**config.mk**
```make
export PLATFORM = sky130hd
export DESIGN_NAME = spi_reg_bridge_flat
export DESIGN_NICKNAME = d
export VERILOG_FILES = /design/src/rtl/spi_reg_bridge_if.sv /design/src/rtl/spi_reg_bridge.sv /design/src/flat_wrapper.sv
export SDC_FILE = /design/constraint.sdc
export NUM_CORES = 1
export LEC_CHECK = 0
export ABC_AREA = 1
export CAP_MARGIN = 30
export CORE_MARGIN = 3
export CORE_UTILIZATION = 58
export DETAILED_ROUTE_END_ITERATION = 10
export GPL_ROUTABILITY_DRIVEN = 0
export GPL_TIMING_DRIVEN = 1
export PLACE_DENSITY = 0.84
export SLEW_MARGIN = 10
export SYNTH_ARGS = -nofsm -noshare
export SYNTH_HDL_FRONTEND = slang
export SYNTH_SLANG_ARGS = --single-unit
```
**constraint.sdc**
```tcl
create_clock -name clock -period 2.8 [get_ports clock]
set_input_delay 0.56 -clock clock [delete_from_list [all_inputs] [get_ports clock]]
set_output_delay 0.56 -clock clock [all_outputs]
set_load 0.005 [all_outputs]
```
**src/rtl/spi_reg_bridge_if.sv**
```systemverilog
// Register-file side bus of the SPI register bridge: address, strobes and data.
interface spi_reg_bridge_if;
    logic [5:0] address;
    logic       write_en;
    logic [7:0] wr_data;
    logic       read_en;
    logic [7:0] rd_data;

    modport master (
        output address,
        output write_en,
        output wr_data,
        output read_en,
        input  rd_data
    );

    modport slave (
        input  address,
        input  write_en,
        input  wr_data,
        input  read_en,
        output rd_data
    );
endinterface

```
**src/rtl/spi_reg_bridge.sv**
```systemverilog
// SPI (mode 0) slave to register-file bridge. A frame is two bytes:
// {rw, rsvd, addr[5:0]} followed by write data (write) or read data
// shifted out on MISO (read). All SPI pins are oversampled by the system clock.
module spi_reg_bridge #(
    parameter int SYNC_STAGES = 2
) (
    input  logic               clock,
    input  logic               reset_n,
    input  logic               spi_clk,
    input  logic               spi_cs_n,
    input  logic               spi_mosi,
    output logic               spi_miso,
    output logic               busy,
    output logic               frame_error,
    spi_reg_bridge_if.master   reg_bus
);

    typedef enum logic [2:0] {
        IDLE   = 3'd0,
        CMD    = 3'd1,
        RD_REQ = 3'd2,
        RD_CAP = 3'd3,
        DATA   = 3'd4,
        WR     = 3'd5,
        DONE   = 3'd6
    } state_t;

    logic [SYNC_STAGES-1:0] sclk_sync_r;
    logic [SYNC_STAGES-1:0] cs_sync_r;
    logic [SYNC_STAGES-1:0] mosi_sync_r;
    logic                   sclk_prev_r;
    logic                   cs_prev_r;

    logic sclk_s;
    logic cs_s;
    logic mosi_s;
    logic sclk_rise_s;
    logic sclk_fall_s;
    logic cs_rise_s;
    logic cs_fall_s;

    state_t     state_r;
    state_t     state_next_s;
    logic [4:0] bit_cnt_r;
    logic [7:0] rx_shift_r;
    logic [7:0] tx_shift_r;
    logic [7:0] rx_next_s;
    logic       tx_window_s;
    logic       rw_r;
    logic [5:0] address_r;
    logic [7:0] wr_data_r;
    logic       write_en_r;
    logic       read_en_r;
    logic       miso_r;
    logic       busy_r;
    logic       frame_error_r;

    assign sclk_s      = sclk_sync_r[SYNC_STAGES-1];
    assign cs_s        = cs_sync_r[SYNC_STAGES-1];
    assign mosi_s      = mosi_sync_r[SYNC_STAGES-1];
    assign sclk_rise_s = sclk_s & ~sclk_prev_r;
    assign sclk_fall_s = ~sclk_s & sclk_prev_r;
    assign cs_rise_s   = cs_s & ~cs_prev_r;
    assign cs_fall_s   = ~cs_s & cs_prev_r;
    assign rx_next_s   = {rx_shift_r[6:0], mosi_s};
    // Byte1 is shifted out on falls after the 8th..15th rising edge.
    assign tx_window_s = (bit_cnt_r >= 5'd8) && (bit_cnt_r <= 5'd15);

    // Synchronize the asynchronous SPI pins and keep last values for edge detection.
    // Reset to 0 so a chip select already low at release is not seen as a frame start.
    always_ff @(posedge clock or negedge reset_n) begin
        if (!reset_n) begin
            sclk_sync_r <= '0;
            cs_sync_r   <= '0;
            mosi_sync_r <= '0;
            sclk_prev_r <= 1'b0;
            cs_prev_r   <= 1'b0;
        end else begin
            sclk_sync_r <= {sclk_sync_r[SYNC_STAGES-2:0], spi_clk};
            cs_sync_r   <= {cs_sync_r[SYNC_STAGES-2:0], spi_cs_n};
            mosi_sync_r <= {mosi_sync_r[SYNC_STAGES-2:0], spi_mosi};
            sclk_prev_r <= sclk_s;
            cs_prev_r   <= cs_s;
        end
    end

    // State register.
    always_ff @(posedge clock or negedge reset_n) begin
        if (!reset_n) begin
            state_r <= IDLE;
        end else begin
            state_r <= state_next_s;
        end
    end

    // Next-state logic; chip select going high aborts any frame.
    always_comb begin
        state_next_s = state_r;
        if ((state_r != IDLE) && cs_s) begin
            state_next_s = IDLE;
        end else begin
            case (state_r)
                IDLE: begin
                    if (cs_fall_s) begin
                        state_next_s = CMD;
                    end else begin
                        state_next_s = IDLE;
                    end
                end
                CMD: begin
                    if (sclk_rise_s && (bit_cnt_r == 5'd7)) begin
                        state_next_s = rx_next_s[7] ? RD_REQ : DATA;
                    end else begin
                        state_next_s = CMD;
                    end
                end
                RD_REQ: state_next_s = RD_CAP;
                RD_CAP: state_next_s = DATA;
                DATA: begin
                    if (sclk_rise_s && (bit_cnt_r == 5'd15)) begin
                        state_next_s = rw_r ? DONE : WR;
                    end else begin
                        state_next_s = DATA;
                    end
                end
                WR:      state_next_s = DONE;
                DONE:    state_next_s = DONE;
                default: state_next_s = IDLE;
            endcase
        end
    end

    // Bit counter and shift registers; cleared whenever no frame is active.
    always_ff @(posedge clock or negedge reset_n) begin
        if (!reset_n) begin
            bit_cnt_r  <= 5'd0;
            rx_shift_r <= 8'h00;
            tx_shift_r <= 8'h00;
        end else if (state_r == IDLE) begin
            bit_cnt_r  <= 5'd0;
            rx_shift_r <= 8'h00;
            tx_shift_r <= 8'h00;
        end else begin
            if (sclk_rise_s && (bit_cnt_r != 5'd16)) begin
                bit_cnt_r <= bit_cnt_r + 5'd1;
            end
            if (sclk_rise_s) begin
                rx_shift_r <= rx_next_s;
            end
            if (state_r == RD_CAP) begin
                tx_shift_r <= reg_bus.rd_data;
            end else if ((state_r == DATA) && sclk_fall_s && tx_window_s) begin
                tx_shift_r <= {tx_shift_r[6:0], 1'b0};
            end
        end
    end

    // Address/rw latch at end of byte0, write data latch at end of byte1; both hold between frames.
    always_ff @(posedge clock or negedge reset_n) begin
        if (!reset_n) begin
            address_r <= 6'd0;
            rw_r      <= 1'b0;
            wr_data_r <= 8'h00;
        end else begin
            if ((state_r == CMD) && ((state_next_s == RD_REQ) || (state_next_s == DATA))) begin
                address_r <= rx_next_s[5:0];
                rw_r      <= rx_next_s[7];
            end
            if ((state_r == DATA) && (state_next_s == WR)) begin
                wr_data_r <= rx_next_s;
            end
        end
    end

    // Registered strobes and status, aligned with the state they belong to.
    always_ff @(posedge clock or negedge reset_n) begin
        if (!reset_n) begin
            write_en_r    <= 1'b0;
            read_en_r     <= 1'b0;
            busy_r        <= 1'b0;
            frame_error_r <= 1'b0;
        end else begin
            write_en_r    <= (state_next_s == WR);
            read_en_r     <= (state_next_s == RD_REQ);
            busy_r        <= (state_next_s != IDLE);
            frame_error_r <= cs_rise_s && (state_r != IDLE) &&
                             (bit_cnt_r >= 5'd1) && (bit_cnt_r <= 5'd15);
        end
    end

    // MISO driver: tx[7] on falls inside the byte1 window, 0 everywhere else.
    always_ff @(posedge clock or negedge reset_n) begin
        if (!reset_n) begin
            miso_r <= 1'b0;
        end else if ((state_r == DATA) && (state_next_s == DATA) && sclk_fall_s) begin
            miso_r <= tx_window_s ? tx_shift_r[7] : 1'b0;
        end else if (state_next_s != DATA) begin
            miso_r <= 1'b0;
        end else begin
            miso_r <= miso_r;
        end
    end

    assign reg_bus.address  = address_r;
    assign reg_bus.write_en = write_en_r;
    assign reg_bus.wr_data  = wr_data_r;
    assign reg_bus.read_en  = read_en_r;
    assign spi_miso         = miso_r;
    assign busy             = busy_r;
    assign frame_error      = frame_error_r;

endmodule

```
**src/flat_wrapper.sv**
```systemverilog
// flat-port wrapper written by rule: the top's interface ports become plain ports
module spi_reg_bridge_flat 
#(
    parameter int SYNC_STAGES = 2
)
  (clock, reset_n, spi_clk, spi_cs_n, spi_mosi, spi_miso, busy, frame_error, reg_bus_address, reg_bus_write_en, reg_bus_wr_data, reg_bus_read_en, reg_bus_rd_data);
  spi_reg_bridge_if reg_bus_i ();
  input  logic clock;
  input  logic reset_n;
  input  logic spi_clk;
  input  logic spi_cs_n;
  input  logic spi_mosi;
  output logic spi_miso;
  output logic busy;
  output logic frame_error;
  output wire logic [$bits(reg_bus_i.address)-1:0] reg_bus_address;
  output wire logic [$bits(reg_bus_i.write_en)-1:0] reg_bus_write_en;
  output wire logic [$bits(reg_bus_i.wr_data)-1:0] reg_bus_wr_data;
  output wire logic [$bits(reg_bus_i.read_en)-1:0] reg_bus_read_en;
  input wire logic [$bits(reg_bus_i.rd_data)-1:0] reg_bus_rd_data;
  assign reg_bus_address = reg_bus_i.address;
  assign reg_bus_write_en = reg_bus_i.write_en;
  assign reg_bus_wr_data = reg_bus_i.wr_data;
  assign reg_bus_read_en = reg_bus_i.read_en;
  assign reg_bus_i.rd_data = reg_bus_rd_data;
  spi_reg_bridge #(.SYNC_STAGES(SYNC_STAGES)) u_core (.clock(clock), .reset_n(reset_n), .spi_clk(spi_clk), .spi_cs_n(spi_cs_n), .spi_mosi(spi_mosi), .spi_miso(spi_miso), .busy(busy), .frame_error(frame_error), .reg_bus(reg_bus_i));
endmodule
```
* After elaboration in Yosys (flattened, before gate mapping)
Index checks and enable logic that the tools add are counted.
** Word-level totals
- Register bits after elaboration :: 51
- Input bits :: 13
- Output and inout port bits :: 19
** Cells by class
- $add $sub $neg :: 1
- $lt $le $gt $ge :: 3
- Equality and inequality tests :: 13
- Multiplexer cells :: 17
- Bitwise gates (word level) :: 8
- Reduce and logical (&&, ||, !) cells :: 23
** Operators with widths (count)
- $mux W8 :: 3
- $pmux W3 S6 :: 1
- $eq A3 B3 Y1 const B :: 5
- $logic_and A1 B1 Y1 :: 14
- $mux W7 :: 2
- $mux W3 :: 4
- $mux W5 :: 2
- $eq A3 B2 Y1 const B :: 3
- $reduce_bool A3 Y1 :: 3
- $reduce_bool A2 Y1 :: 3
- $add A5 B1 Y5 const B :: 1
- $eq A5 B3 Y1 const B :: 1
- $eq A5 B4 Y1 const B :: 1
- $ge A5 B1 Y1 const B :: 1
- $ge A5 B4 Y1 const B :: 1
- $le A5 B4 Y1 const B :: 1
- $ne A5 B5 Y1 const B :: 1
- $and A1 B1 Y1 :: 4
- $mux W1 :: 4
- $not A1 Y1 :: 4
- $eq A3 B1 Y1 const B :: 1
- $logic_not A3 Y1 :: 1
- $ne A3 B3 Y1 const B :: 1
- $mux W2 :: 1
- other kinds (2) :: 2

* Logic depth before layout (Yosys ltp)
Gate-level depths: netlist (run 1).
- Depth in word-level cells :: 10
- Depth in mapped cells :: 15
- Depth with buffers taken out :: 15

* Worst setup path after synthesis (run 1)
OpenSTA, ideal clock, no wires.
- Path kind :: register to register
- Start point :: register u_core.bit_cnt_r[0]
- End point :: register u_core.wr_data_r[3] (netlist: u_core.reg_bus.wr_data[3])
- Data arrival time :: 1.737 ns
- Data required time :: 2.683 ns
- Setup slack :: 0.945 ns
- Stages on the path, launching flop included :: 14
- Period minus slack after synthesis :: 1.855 ns
- Path through :: dfrtp_1 > ha_1 > nand2_1 > nor2_1 > ha_1 > nand4_1 > nand2_1 > nand2_1 > nand3_1 > a21oi_1 > nand2_4 > buf_6 > nand2_2 > o21ai_2
** Between the ends
- Cells in the longest elaborated chain, start to end :: 7
- Elaborated cells on any way between the ends :: 10
- Classes of those cells :: 3 x eq/ne; 4 x mux; 3 x reduce/logical
** Ends and longest elaborated chain
- start, declared :: RTL line spi_reg_bridge.sv:44 : logic [4:0] bit_cnt_r;
- start signal, assigned :: RTL line spi_reg_bridge.sv:145 : bit_cnt_r <= bit_cnt_r + 5'd1;
- $eq A5 B4 Y1 or $eq A5 B3 Y1 (tied branches) :: RTL line spi_reg_bridge.sv:120, spi_reg_bridge.sv:111
- $logic_and A1 B1 Y1 (on tied branches) :: RTL line spi_reg_bridge.sv:120, spi_reg_bridge.sv:111
- $mux W3 (on tied branches) :: RTL line spi_reg_bridge.sv:120, spi_reg_bridge.sv:111
- $pmux W3 S6 (*) :: RTL line spi_reg_bridge.sv:102 : case (state_r)
- $mux W3 (*) :: RTL line spi_reg_bridge.sv:99 : if ((state_r != IDLE) && cs_s) begin
- $eq A3 B3 Y1 (*) :: RTL line spi_reg_bridge.sv:169 : if ((state_r == DATA) && (state_next_s == WR)) begin
- $logic_and A1 B1 Y1 (*) :: RTL line spi_reg_bridge.sv:169
- end signal, assigned :: RTL line spi_reg_bridge.sv:170 : wr_data_r <= rx_next_s;
- end, declared :: RTL line spi_reg_bridge.sv:51 : logic [7:0] wr_data_r;
Mark *: on every way between the ends. The rest lies on a longest branch, timed or not.
A chain may end at the register's enable or synchronous reset.

* Worst setup path in the final report (run 1)
- Start point :: register u_core.bit_cnt_r[0]
- End point :: register u_core.tx_shift_r[6]
** Between the ends
- Cells in the longest elaborated chain, start to end :: 4
- Elaborated cells on any way between the ends :: 5
- Classes of those cells :: 2 x order compare; 3 x reduce/logical
** Ends and longest elaborated chain
- $ge A5 B4 Y1 or $le A5 B4 Y1 (tied branches) :: RTL line spi_reg_bridge.sv:67 : assign tx_window_s = (bit_cnt_r >= 5'd8) && (bit_cnt_r <= 5'd15);
- $logic_and A1 B1 Y1 (*) :: RTL line spi_reg_bridge.sv:67
- $logic_and A1 B1 Y1 (*) :: RTL line spi_reg_bridge.sv:152 : end else if ((state_r == DATA) && sclk_fall_s && tx_window_s) begin
- $reduce_bool A3 Y1 (no source line) (*)
- end signal, assigned :: RTL line spi_reg_bridge.sv:151 : tx_shift_r <= reg_bus.rd_data;
- end signal, assigned :: RTL line spi_reg_bridge.sv:153 : tx_shift_r <= {tx_shift_r[6:0], 1'b0};
- end, declared :: RTL line spi_reg_bridge.sv:46 : logic [7:0] tx_shift_r;
Marks and branches as above.

==> results of run 1 <==
cell usage after synthesis, types with 2 or more instances:
cell type   n  area share
o21ai_0    20       0.043
ha_1        4       0.022
dfrtp_1    51        0.55
nor2_2      2      0.0054
clkbuf_1    3      0.0049
nand3_1    21       0.046
nand4_1     3      0.0082
nand2_2     5       0.014
nand2_1    40       0.065
o21ai_2     8       0.030
inv_1      37       0.060
inv_2       3      0.0049
nor2_1     24       0.039
a21oi_1    18       0.039
nand2_4     4       0.020
nor3_1      3      0.0065
area by class of cell:
class / count / area (µm²) / share of cell area
Clock buffer: 7 / 96.3 / 0.0349
Clock inverter: 1 / 7.51 / 0.00272
Inverter: 41 / 154 / 0.0557
Multi-Input combinational cell: 160 / 845 / 0.306
Sequential cell: 51 / 1280 / 0.462
Tap cell: 48 / 60.1 / 0.0217
Timing Repair Buffer: 32 / 325 / 0.118
cell usage in the layout, fill, tap and decap left out, types with 4 or more instances in the layout:
| master | synthesis | layout |
|---|---|---|
| a21oi_1 | 18 | 18 |
| clkbuf_8 | 0 | 7 |
| clkdlybuf4s50_1 | 0 | 30 |
| dfrtp_1 | 51 | 51 |
| ha_1 | 4 | 4 |
| inv_1 | 37 | 37 |
| nand2_1 | 40 | 40 |
| nand2_2 | 5 | 5 |
| nand2_4 | 4 | 4 |
| nand3_1 | 21 | 21 |
| nor2_1 | 24 | 24 |
| o21ai_0 | 20 | 20 |
| o21ai_2 | 8 | 8 |
power by group through the flow:
stage	Combinational [mW]	Sequential [mW]	Clock [mW]
floorplan	0.214	0.826	0
global placement	0.305	0.832	0
detailed placement	0.313	0.832	0
CTS	0.316	0.819	0.468
global route	0.356	0.828	0.497
finish	0.312	0.821	0.463
logic make-up after synthesis:
kind of cell	count (synthesis)
AOI/OAI and AO/OA	49
DFF	51
and+or+nand+nor	107
buffers and inverters	46
adders and majority gates	4
per-stage QoR:
| stage | power (mW) | util | area, µm² | hold WS (ns) |
|---|---|---|---|---|
| after global placement | 1.14 | 0.711 | 2660 | 0.334 |
| after detailed placement | 1.15 | 0.711 | 2660 | 0.337 |
| after CTS | 1.60 | 0.738 | 2760 | 0.235 |
| after global routing | 1.68 | 0.738 | 2760 | 0.236 |
| after floorplan | 1.04 | - | 2300 | 0.264 |
| final | 1.60 | 0.738 | 2760 | 0.216 |
flip-flops by register name, summed over array words and instances (netlist names):
| name | cells |
|---|---|
| u_core.reg_bus.read_en | 1 |
| u_core.bit_cnt_r | 5 |
| u_core.reg_bus.write_en | 1 |
| u_core.mosi_sync_r | 2 |
| u_core.cs_sync_r | 2 |
| u_core.rw_r | 1 |
| u_core.reg_bus.address | 6 |
| u_core.state_r | 3 |
| u_core.rx_shift_r | 7 |
| u_core.sclk_sync_r | 2 |
| u_core.reg_bus.wr_data | 8 |
| u_core.busy | 1 |
| u_core.frame_error | 1 |
| u_core.spi_miso | 1 |
| u_core.tx_shift_r | 8 |
| u_core.sclk_prev_r | 1 |
| u_core.cs_prev_r | 1 |
layer usage:
metal	wire, µm	up-vias
met2	2010	45
met5	0	-
met4	59	0
li1	-	884
met1	2050	838
met3	239	8
worst paths after layout:
path	to	slack (ns)	start	cells past startpoint
worst max-delay path	u_core.tx_shift_r[6]$_DFFE_PN0P_	0.66	u_core.bit_cnt_r[0]$_DFFE_PN0P_	12
worst min-delay path	u_core.bit_cnt_r[1]$_DFFE_PN0P_	0.22	reset_n	2
worst max register to register	u_core.tx_shift_r[6]$_DFFE_PN0P_	0.66	u_core.bit_cnt_r[0]$_DFFE_PN0P_	12
worst min register to register	u_core.mosi_sync_r[1]$_DFF_PN0_	0.35	u_core.mosi_sync_r[0]$_DFF_PN0_	0
max in group asynchronous	u_core.sclk_sync_r[1]$_DFF_PN0_	2.35	reset_n	2
min in group clock	u_core.mosi_sync_r[1]$_DFF_PN0_	0.35	u_core.mosi_sync_r[0]$_DFF_PN0_	0
==> flow_summary.yaml, run 1 <==
routing:
  via_per_inst: 5.22
  drc: 0
  drt_iter0_markers: 118
  drtPass1Iterations: 4
  routed_wl_um: 4360
  vias: 1775
  wl_per_cell_um: 12.8
  ant_nets: 0
synth:
  synth_top_family_by_area: "simple AND/OR/NAND/NOR gates"
  synth_cell_types: 27
  yosysWarnings: 0
  synthFlopType: "dfrtp_1"
  synth_compound_area_frac: 0.122
  synth.area.mux_share: 0
  syn_area_um2: 2300
  netlist_instances: 257
  synth-seq-cells: 51
  postSynthAreaPerCell_um2: 8.96
  synth-simple-area-share: 0.223
  yosysSeqAreaShare: 0.554
  synth_fp_nets: 274
  synth-xor-area-share: 0
  synth-edff-count: 0
  synthAdderAreaFrac: 0.0217
  synth-async-reset-ratio: 1.00
timing:
  tightestPinTransition_ns: 0.534
  rsz0062_at_grt: "false"
  fin_skew_ns: 0.00750
  fin_crit_sh: 0.764
  timing.fmax_mhz: 467
  tns_ns: 0
  slew_violations: 0
  min_period_ns: 2.14
  setup_ws_ns: 0.660
  maxSlewHeadroom: 0.643
  setup_violations: 0
  hold_viol_final: 0
placement:
  dp_slack_ns: 0.703
  dp.cells: 332
  dp_hpwl_um: 3060
  io_buffers: 31
grt:
  grt_use_met2: 0.317
  grt_max_degree: 52
  grt_most_used_layer: "met2"
  grt-ovfl-total: 0
  grt_pass1_vias: 1782
  antenna_found_initial: 0
  gr-usage-all-layers: 0.200
  grt_pass1_wl_um: 7760
  grt.met3_usage: 0.0641
  grtUsageMet1: 0.258
final_layout:
  final_cells: 340
  drive_above_1_share: 0.123
  antenna_cells: 0
  synthToLayoutAreaGrowth_pct: 20.1
  fin_nets: 308
  n_fill_cell: 283
floorplan:
  die_w_um: 69
  pin_count: 32
  num_rows: 22
  die-height_um: 69
  core_um2: 3740
  dieArea_um2: 4760
  start_util: 0.615
setup_path:
  cpPeakStageDelay_ns: 0.42
  cpMaxStageDelayCell: "dfrtp_1"
  end_kind: "register"
  critPathTopFamily: "simple AND/OR/NAND/NOR gates"
  path_class: "register to register"
  critPathMaxFanout: 15
  crit_path_cell_trace: "ha_1 -> nand2_1 -> nor2_1 -> ha_1 -> nor2_1 -> nand2_1 -> inv_1 -> nor2_1 -> nand4_1 -> nand3_1 -> nand3_1 -> o21ai_0"
  worst-path-buf-inv: 1
  startpoint_type: "register"
  critPathRequiredTime_ns: 2.98
  cp_data_arrival_time_ns: 2.32
  crit_top_cell: "nor2_1"
clock_network:
  clkLatencyLatePin_ns: 0.31
  cts_max_path_buffers: 2
  cts_buffers: 5
  cts_resized: 0
  cts_setup_buffers: 0
  clockRootBuffer: "clkbuf_8"
  cts.htree.levels: 2
  path_clk_slew_ns: 0.09
  cts_num_sinks: 51
  cts_tree: "yes"
  postCtsHoldBufs: 0
power_and_ir_drop:
  pwr-share-comb: 0.196
  p_sw_frac: 0.309
  internal-power_mw: 1.10
  power_frac_clock: 0.290
  max-vdd-ir-drop_mv: 0.407
  cellLeakagePower_nw: 1.32
  power.density_nw_per_um2: 577
  p_sw_uw: 494
  p_seq_frac: 0.514
worst_hold_path:
  hold_class: "input pin to async pin"
outcome:
  status: "complete, no violations"
job:
  max_cap_violations: 0
(Power assumes the default switching activity.)
==> inputs of run 2 (changes only) <==
- CORE_UTILIZATION: 58 -> 54
- PLACE_DENSITY: 0.84 -> 0.79
- clock period: 2.8 -> 2.2 ns (I/O delays scaled with it)
==> run 2 against run 1 <==
Compared with the run above:
- setup slack lost 0.49 ns
- first-iteration DRC count grew 28%
- wire length grew 4.8%
- non-clock buffer count grew 5
- total power grew 35%
- utilization shrank 4.0 points
- clock power grew 43%
- design area grew 2.5%
- via count grew 0.96%
- register-to-register slack lost 0.49 ns
- count of clock-buffer cells in the layout shrank 1
- critical endpoint is now u_core.reg_bus.address[4]$_DFFE_PN0P_
- largest power group unchanged
==> flow_summary.yaml, run 2 (synthesis gave the netlist of run 1 again) <==
power_and_ir_drop:
  p_sw_frac: 0.293
  power.density_nw_per_um2: 759
  p_seq_frac: 0.485
  pwr-share-comb: 0.208
  p_sw_uw: 631
  max-vdd-ir-drop_mv: 0.545
  internal-power_mw: 1.52
  cellLeakagePower_nw: 1.36
  power_frac_clock: 0.307
outcome:
  status: "complete, no violations"
grt:
  grt_max_degree: 29
  grt-ovfl-total: 0
  antenna_found_initial: 0
  grt_pass1_vias: 1719
  grt_pass1_wl_um: 7760
  gr-usage-all-layers: 0.193
timing:
  fin_crit_sh: 0.925
  fin_skew_ns: 0.00581
  tightestPinTransition_ns: 0.567
  tns_ns: 0
  maxSlewHeadroom: 0.622
  setup_ws_ns: 0.166
  min_period_ns: 2.03
  timing.fmax_mhz: 492
  slew_violations: 0
  setup_violations: 0
  hold_viol_final: 0
setup_path:
  critPathRequiredTime_ns: 2.39
  critPathMaxFanout: 7
  path_class: "register to register"
  cpPeakStageDelay_ns: 0.38
  crit_path_cell_trace: "ha_1 -> nand2_1 -> nor2_1 -> ha_2 -> nand4_1 -> nand2_1 -> nand2_1 -> nand3_1 -> nand2_1 -> inv_1 -> nand2_2 -> nand2_4 -> nand2_4 -> nand2_1 -> nand2_1"
  cp_data_arrival_time_ns: 2.22
  crit_top_cell: "nand2_1"
  cpMaxStageDelayCell: "dfrtp_1"
  startpoint_type: "register"
  end_kind: "register"
routing:
  wl_per_cell_um: 13.2
  drt_iter0_markers: 151
  vias: 1792
  via_per_inst: 5.16
  drtPass1Iterations: 4
  drc: 0
  ant_nets: 0
  routed_wl_um: 4570
placement:
  dp_hpwl_um: 3250
  dp_slack_ns: 0.110
  io_buffers: 31
  dp.cells: 336
clock_network:
  clockRootBuffer: "clkbuf_8"
  cts_num_sinks: 51
  cts.htree.levels: 2
  path_clk_slew_ns: 0.09
  cts_tree: "yes"
  cts_max_path_buffers: 2
  clkLatencyLatePin_ns: 0.29
  cts_buffers: 5
final_layout:
  drive_above_1_share: 0.145
  fin_nets: 313
  layout_commonest_cell: "dfrtp_1"
  final_cells: 347
  final_cell_mix: "51 x dfrtp_1, 40 x nand2_1, 37 x inv_1"
  finish.utilization: 0.698
  antenna_cells: 0
  synthToLayoutAreaGrowth_pct: 23.0
floorplan:
  start_util: 0.567
  pin_count: 32
  num_rows: 23
  core_um2: 4060
  die_w_um: 71.3
  die-height_um: 71.3
  dieArea_um2: 5080
job:
  max_cap_violations: 0
worst_hold_path:
  hold_class: "input pin to async pin"
run 2: changes by cell type in the layout (fill, tap and decap cells not counted):
cell and change:
ha_2 +1, nand3_1 -1, bufinv_16 +1, buf_4 +5, nand3_4 +1, clkinv_2 +1, ha_1 -1, clkbuf_8 -1
clkinvlp_4 -1
run 2: cell type report:
cell class	instances	area [µm²]
Timing Repair Buffer	37	363
Fill cell	303	1220
Tap cell	50	62.6
Clock buffer	6	82.6
Sequential cell	51	1280
Multi-Input combinational cell	160	860
Clock inverter	2	35.0
Inverter	41	154
run 2: metrics by stage:
| step | hold slack, ns | instance area (µm²) | power, mW |
|---|---|---|---|
| after global placement | 0.332 | 2680 | 1.46 |
| after detailed placement | 0.340 | 2680 | 1.48 |
| after global routing | 0.147 | 2830 | 2.27 |
| after floorplan | 0.144 | 2300 | 1.32 |
| final | 0.126 | 2830 | 2.15 |
| after CTS | 0.133 | 2800 | 2.13 |
run 2: path summary, 6_finish.rpt:
kind | startpoint | slack (ns) | cells past startpoint | to
hold / removal | reset_n | 0.13 | 1 | u_core.bit_cnt_r[4]$_DFFE_PN0P_
hold reg to reg | u_core.mosi_sync_r[0]$_DFF_PN0_ | 0.36 | 0 | u_core.mosi_sync_r[1]$_DFF_PN0_
max in group asynchronous | reset_n | 1.53 | 2 | u_core.reg_bus.wr_data[4]$_DFFE_PN0P_
setup reg to reg | u_core.bit_cnt_r[0]$_DFFE_PN0P_ | 0.17 | 15 | u_core.reg_bus.address[4]$_DFFE_PN0P_
min in group clock | u_core.mosi_sync_r[0]$_DFF_PN0_ | 0.36 | 0 | u_core.mosi_sync_r[1]$_DFF_PN0_
setup / recovery | u_core.bit_cnt_r[0]$_DFFE_PN0P_ | 0.17 | 15 | u_core.reg_bus.address[4]$_DFFE_PN0P_
run 2: metal layers:
metal  routed length [µm]  track usage
met1                 2030        0.272
met2                 2280        0.295
met3                  241       0.0477
met5                    0            0
met4                   19       0.0668
run 2: power groups by stage:
| stage | combinational (mW) | clock (mW) | sequential (mW) |
|---|---|---|---|
| 3_3_place_gp | 0.399 | 0 | 1.06 |
| 3_5_place_dp | 0.414 | 0 | 1.06 |
| 5_1_grt | 0.502 | 0.717 | 1.05 |
| 4_1_cts | 0.415 | 0.673 | 1.04 |
| 2_1_floorplan | 0.272 | 0 | 1.05 |
| 6_report | 0.447 | 0.660 | 1.04 |
run 2: timing repair:
action                     4_1_cts  5_1_grt
gates resized for setup          0        3
setup buffers                    0        3
hold buffers                     0        0
setup endpoints to repair        0       18
run 2: critical path, delay by kind of cell (launching register included):
family / cells / cell delay (ns)
flops: 1 / 0.38
buf+inv: 1 / 0.10
fa+ha+maj: 2 / 0.40
simple gates: 12 / 1.04
==> inputs of run 3 (changes only) <==
- PLACE_DENSITY: 0.79 -> unset
- PLACE_DENSITY_LB_ADDON: unset -> 0.25
==> run 3 against run 2 <==
Compared with the run above:
- setup slack lost 0.0073 ns
- via count shrank 0.73%
- first-iteration DRC count shrank 25%
- non-clock buffer count shrank 3
- fmax shrank 0.36%
- sequential cell count is the same
- cell count shrank 0.86%
- critical path type unchanged
- highest routed layer unchanged
==> flow_summary.yaml, run 3 (synthesis gave the netlist of run 1 again) <==
floorplan:
  num_rows: 23
  die-height_um: 71.3
  die_w_um: 71.3
  dieArea_um2: 5080
  core_um2: 4060
  pin_count: 32
  start_util: 0.567
worst_hold_path:
  hold_class: "input pin to async pin"
final_layout:
  fin_nets: 310
  synthToLayoutAreaGrowth_pct: 20.5
  final_cell_mix: "51 x dfrtp_1, 40 x nand2_1, 37 x inv_1"
  layout_commonest_cell: "dfrtp_1"
  finalInstanceArea_um2: 2780
  drive_above_1_share: 0.129
  antenna_cells: 0
grt:
  antenna_found_initial: 0
  grt_use_met2: 0.319
  gr-usage-all-layers: 0.193
  grtUsageMet1: 0.243
  grt-ovfl-total: 0
  grt.met3_usage: 0.0477
  grt_pass1_vias: 1790
  grt_most_used_layer: "met2"
  grt_pass1_wl_um: 7630
  grt_max_degree: 32
setup_path:
  path_class: "register to register"
  critPathMaxFanout: 7
  end_kind: "register"
  critPathTopFamily: "simple AND/OR/NAND/NOR gates"
  rr_endpoint: "u_core.reg_bus.address[3]$_DFFE_PN0P_"
  startpoint_type: "register"
  r2r_cells: 14
  cpPeakStageDelay_ns: 0.41
  cpMaxStageDelayCell: "dfrtp_1"
  cp_data_arrival_time_ns: 2.23
  crit_path_cell_trace: "ha_1 -> nand2_1 -> nor2_1 -> ha_1 -> nand4_1 -> nand2_1 -> nand2_1 -> nand3_1 -> nand2_1 -> nand3_1 -> nand2_4 -> nand2_4 -> nand2_1 -> nand2_1"
  r2r_setup_slack_ns: 0.16
  worst-path-buf-inv: 0
  critPathRequiredTime_ns: 2.39
  crit_top_cell: "nand2_1"
  r2r_start: "u_core.bit_cnt_r[0]$_DFFE_PN0P_"
timing:
  min_period_ns: 2.04
  fin_crit_sh: 0.928
  setup_violations: 0
  tightestPinTransition_ns: 0.463
  timing.fmax_mhz: 490
  rsz0062_at_grt: "true"
  setup_ws_ns: 0.159
  fin_skew_ns: 0.00436
  maxSlewHeadroom: 0.691
  hold_viol_final: 0
  tns_ns: 0
  slew_violations: 0
routing:
  drt_iter0_markers: 113
  wl_per_cell_um: 13.0
  ant_nets: 0
  routed_wl_um: 4470
  via_per_inst: 5.17
  drtPass1Iterations: 5
  vias: 1779
  drc: 0
clock_network:
  cts_max_path_buffers: 2
  cts_setup_buffers: 0
  clkLatencyLatePin_ns: 0.30
  cts.htree.levels: 2
  postCtsHoldBufs: 0
  cts_resized: 0
  clockRootBuffer: "clkbuf_8"
  cts_tree: "yes"
  cts_buffers: 5
  path_clk_slew_ns: 0.08
  cts_num_sinks: 51
placement:
  io_buffers: 31
  dp_hpwl_um: 3260
  placed_cell_area_um2: 2680
  dp_slack_ns: 0.0936
outcome:
  status: "complete, no violations"
job:
  max_cap_violations: 0
power_and_ir_drop:
  power.density_nw_per_um2: 711
  max-vdd-ir-drop_mv: 0.419
  cellLeakagePower_nw: 1.33
-- run 3: changes by cell type in the layout (fill, tap and decap cells not counted) --
cell	delta
a21oi_1	-1
a21oi_2	+1
buf_4	-3
bufinv_16	-1
clkbuf_1	+2
clkbuf_8	-1
ha_1	+1
ha_2	-1
-- run 3: worst reg2reg max path, stage by stage (launching register included) --
cell	delay (ns)
dfrtp_1	0.41
ha_1	0.22
nand2_1	0.12
nor2_1	0.06
ha_1	0.20
nand4_1	0.10
nand2_1	0.05
nand2_1	0.05
nand3_1	0.11
nand2_1	0.12
nand3_1	0.15
nand2_4	0.14
nand2_4	0.08
nand2_1	0.07
nand2_1	0.05
-- run 3: how the worst max path moves through the flow --
stage,depth (start not counted),slack (ns),start,endpoint
after floorplan,13,0.35,u_core.bit_cnt_r[0]$_DFFE_PN0P_,u_core.reg_bus.wr_data[3]$_DFFE_PN0P_
after global placement,12,0.21,u_core.bit_cnt_r[0]$_DFFE_PN0P_,u_core.tx_shift_r[4]$_DFFE_PN0P_
after detailed placement,12,0.09,u_core.bit_cnt_r[0]$_DFFE_PN0P_,u_core.tx_shift_r[3]$_DFFE_PN0P_
after CTS,12,0.08,u_core.bit_cnt_r[0]$_DFFE_PN0P_,u_core.tx_shift_r[3]$_DFFE_PN0P_
after global routing,14,-0.008,u_core.bit_cnt_r[0]$_DFFE_PN0P_,u_core.rw_r$_DFFE_PN0P_
final,14,0.16,u_core.bit_cnt_r[0]$_DFFE_PN0P_,u_core.reg_bus.address[3]$_DFFE_PN0P_
-- run 3: layout make-up --
cell class / count / area, µm²
well taps: 50 / 62.6
clock inverters: 1 / 5.00
fillers: 322 / 1280
clock buffers: 7 / 76.3
flip-flops and latches: 51 / 1280
multi-input cells: 160 / 861
inverters: 41 / 154
repair buffers: 34 / 340
-- run 3: per-layer routing --
metal | up-vias | share of wire
met5 | - | 0
met3 | 11 | 0.047
met1 | 825 | 0.45
li1 | 894 | -
met2 | 49 | 0.48
met4 | 0 | 0.025
-- run 3: per-stage QoR --
stage	cells	power, mW	util	hold slack [ns]
6_report	344	1.97	0.684	0.0856
5_1_grt	344	2.08	0.684	0.104
4_1_cts	344	1.98	0.680	0.0992
3_5_place_dp	336	1.48	0.660	0.336
3_3_place_gp	336	1.46	0.660	0.335
2_1_floorplan	257	1.32	-	0.144
-- run 3: report_power, final --
part	switching, mW	internal [mW]	leakage, nW
Sequential	0.0520	0.994	0.687
Combinational	0.283	0.141	0.599
Clock	0.279	0.224	0.0422
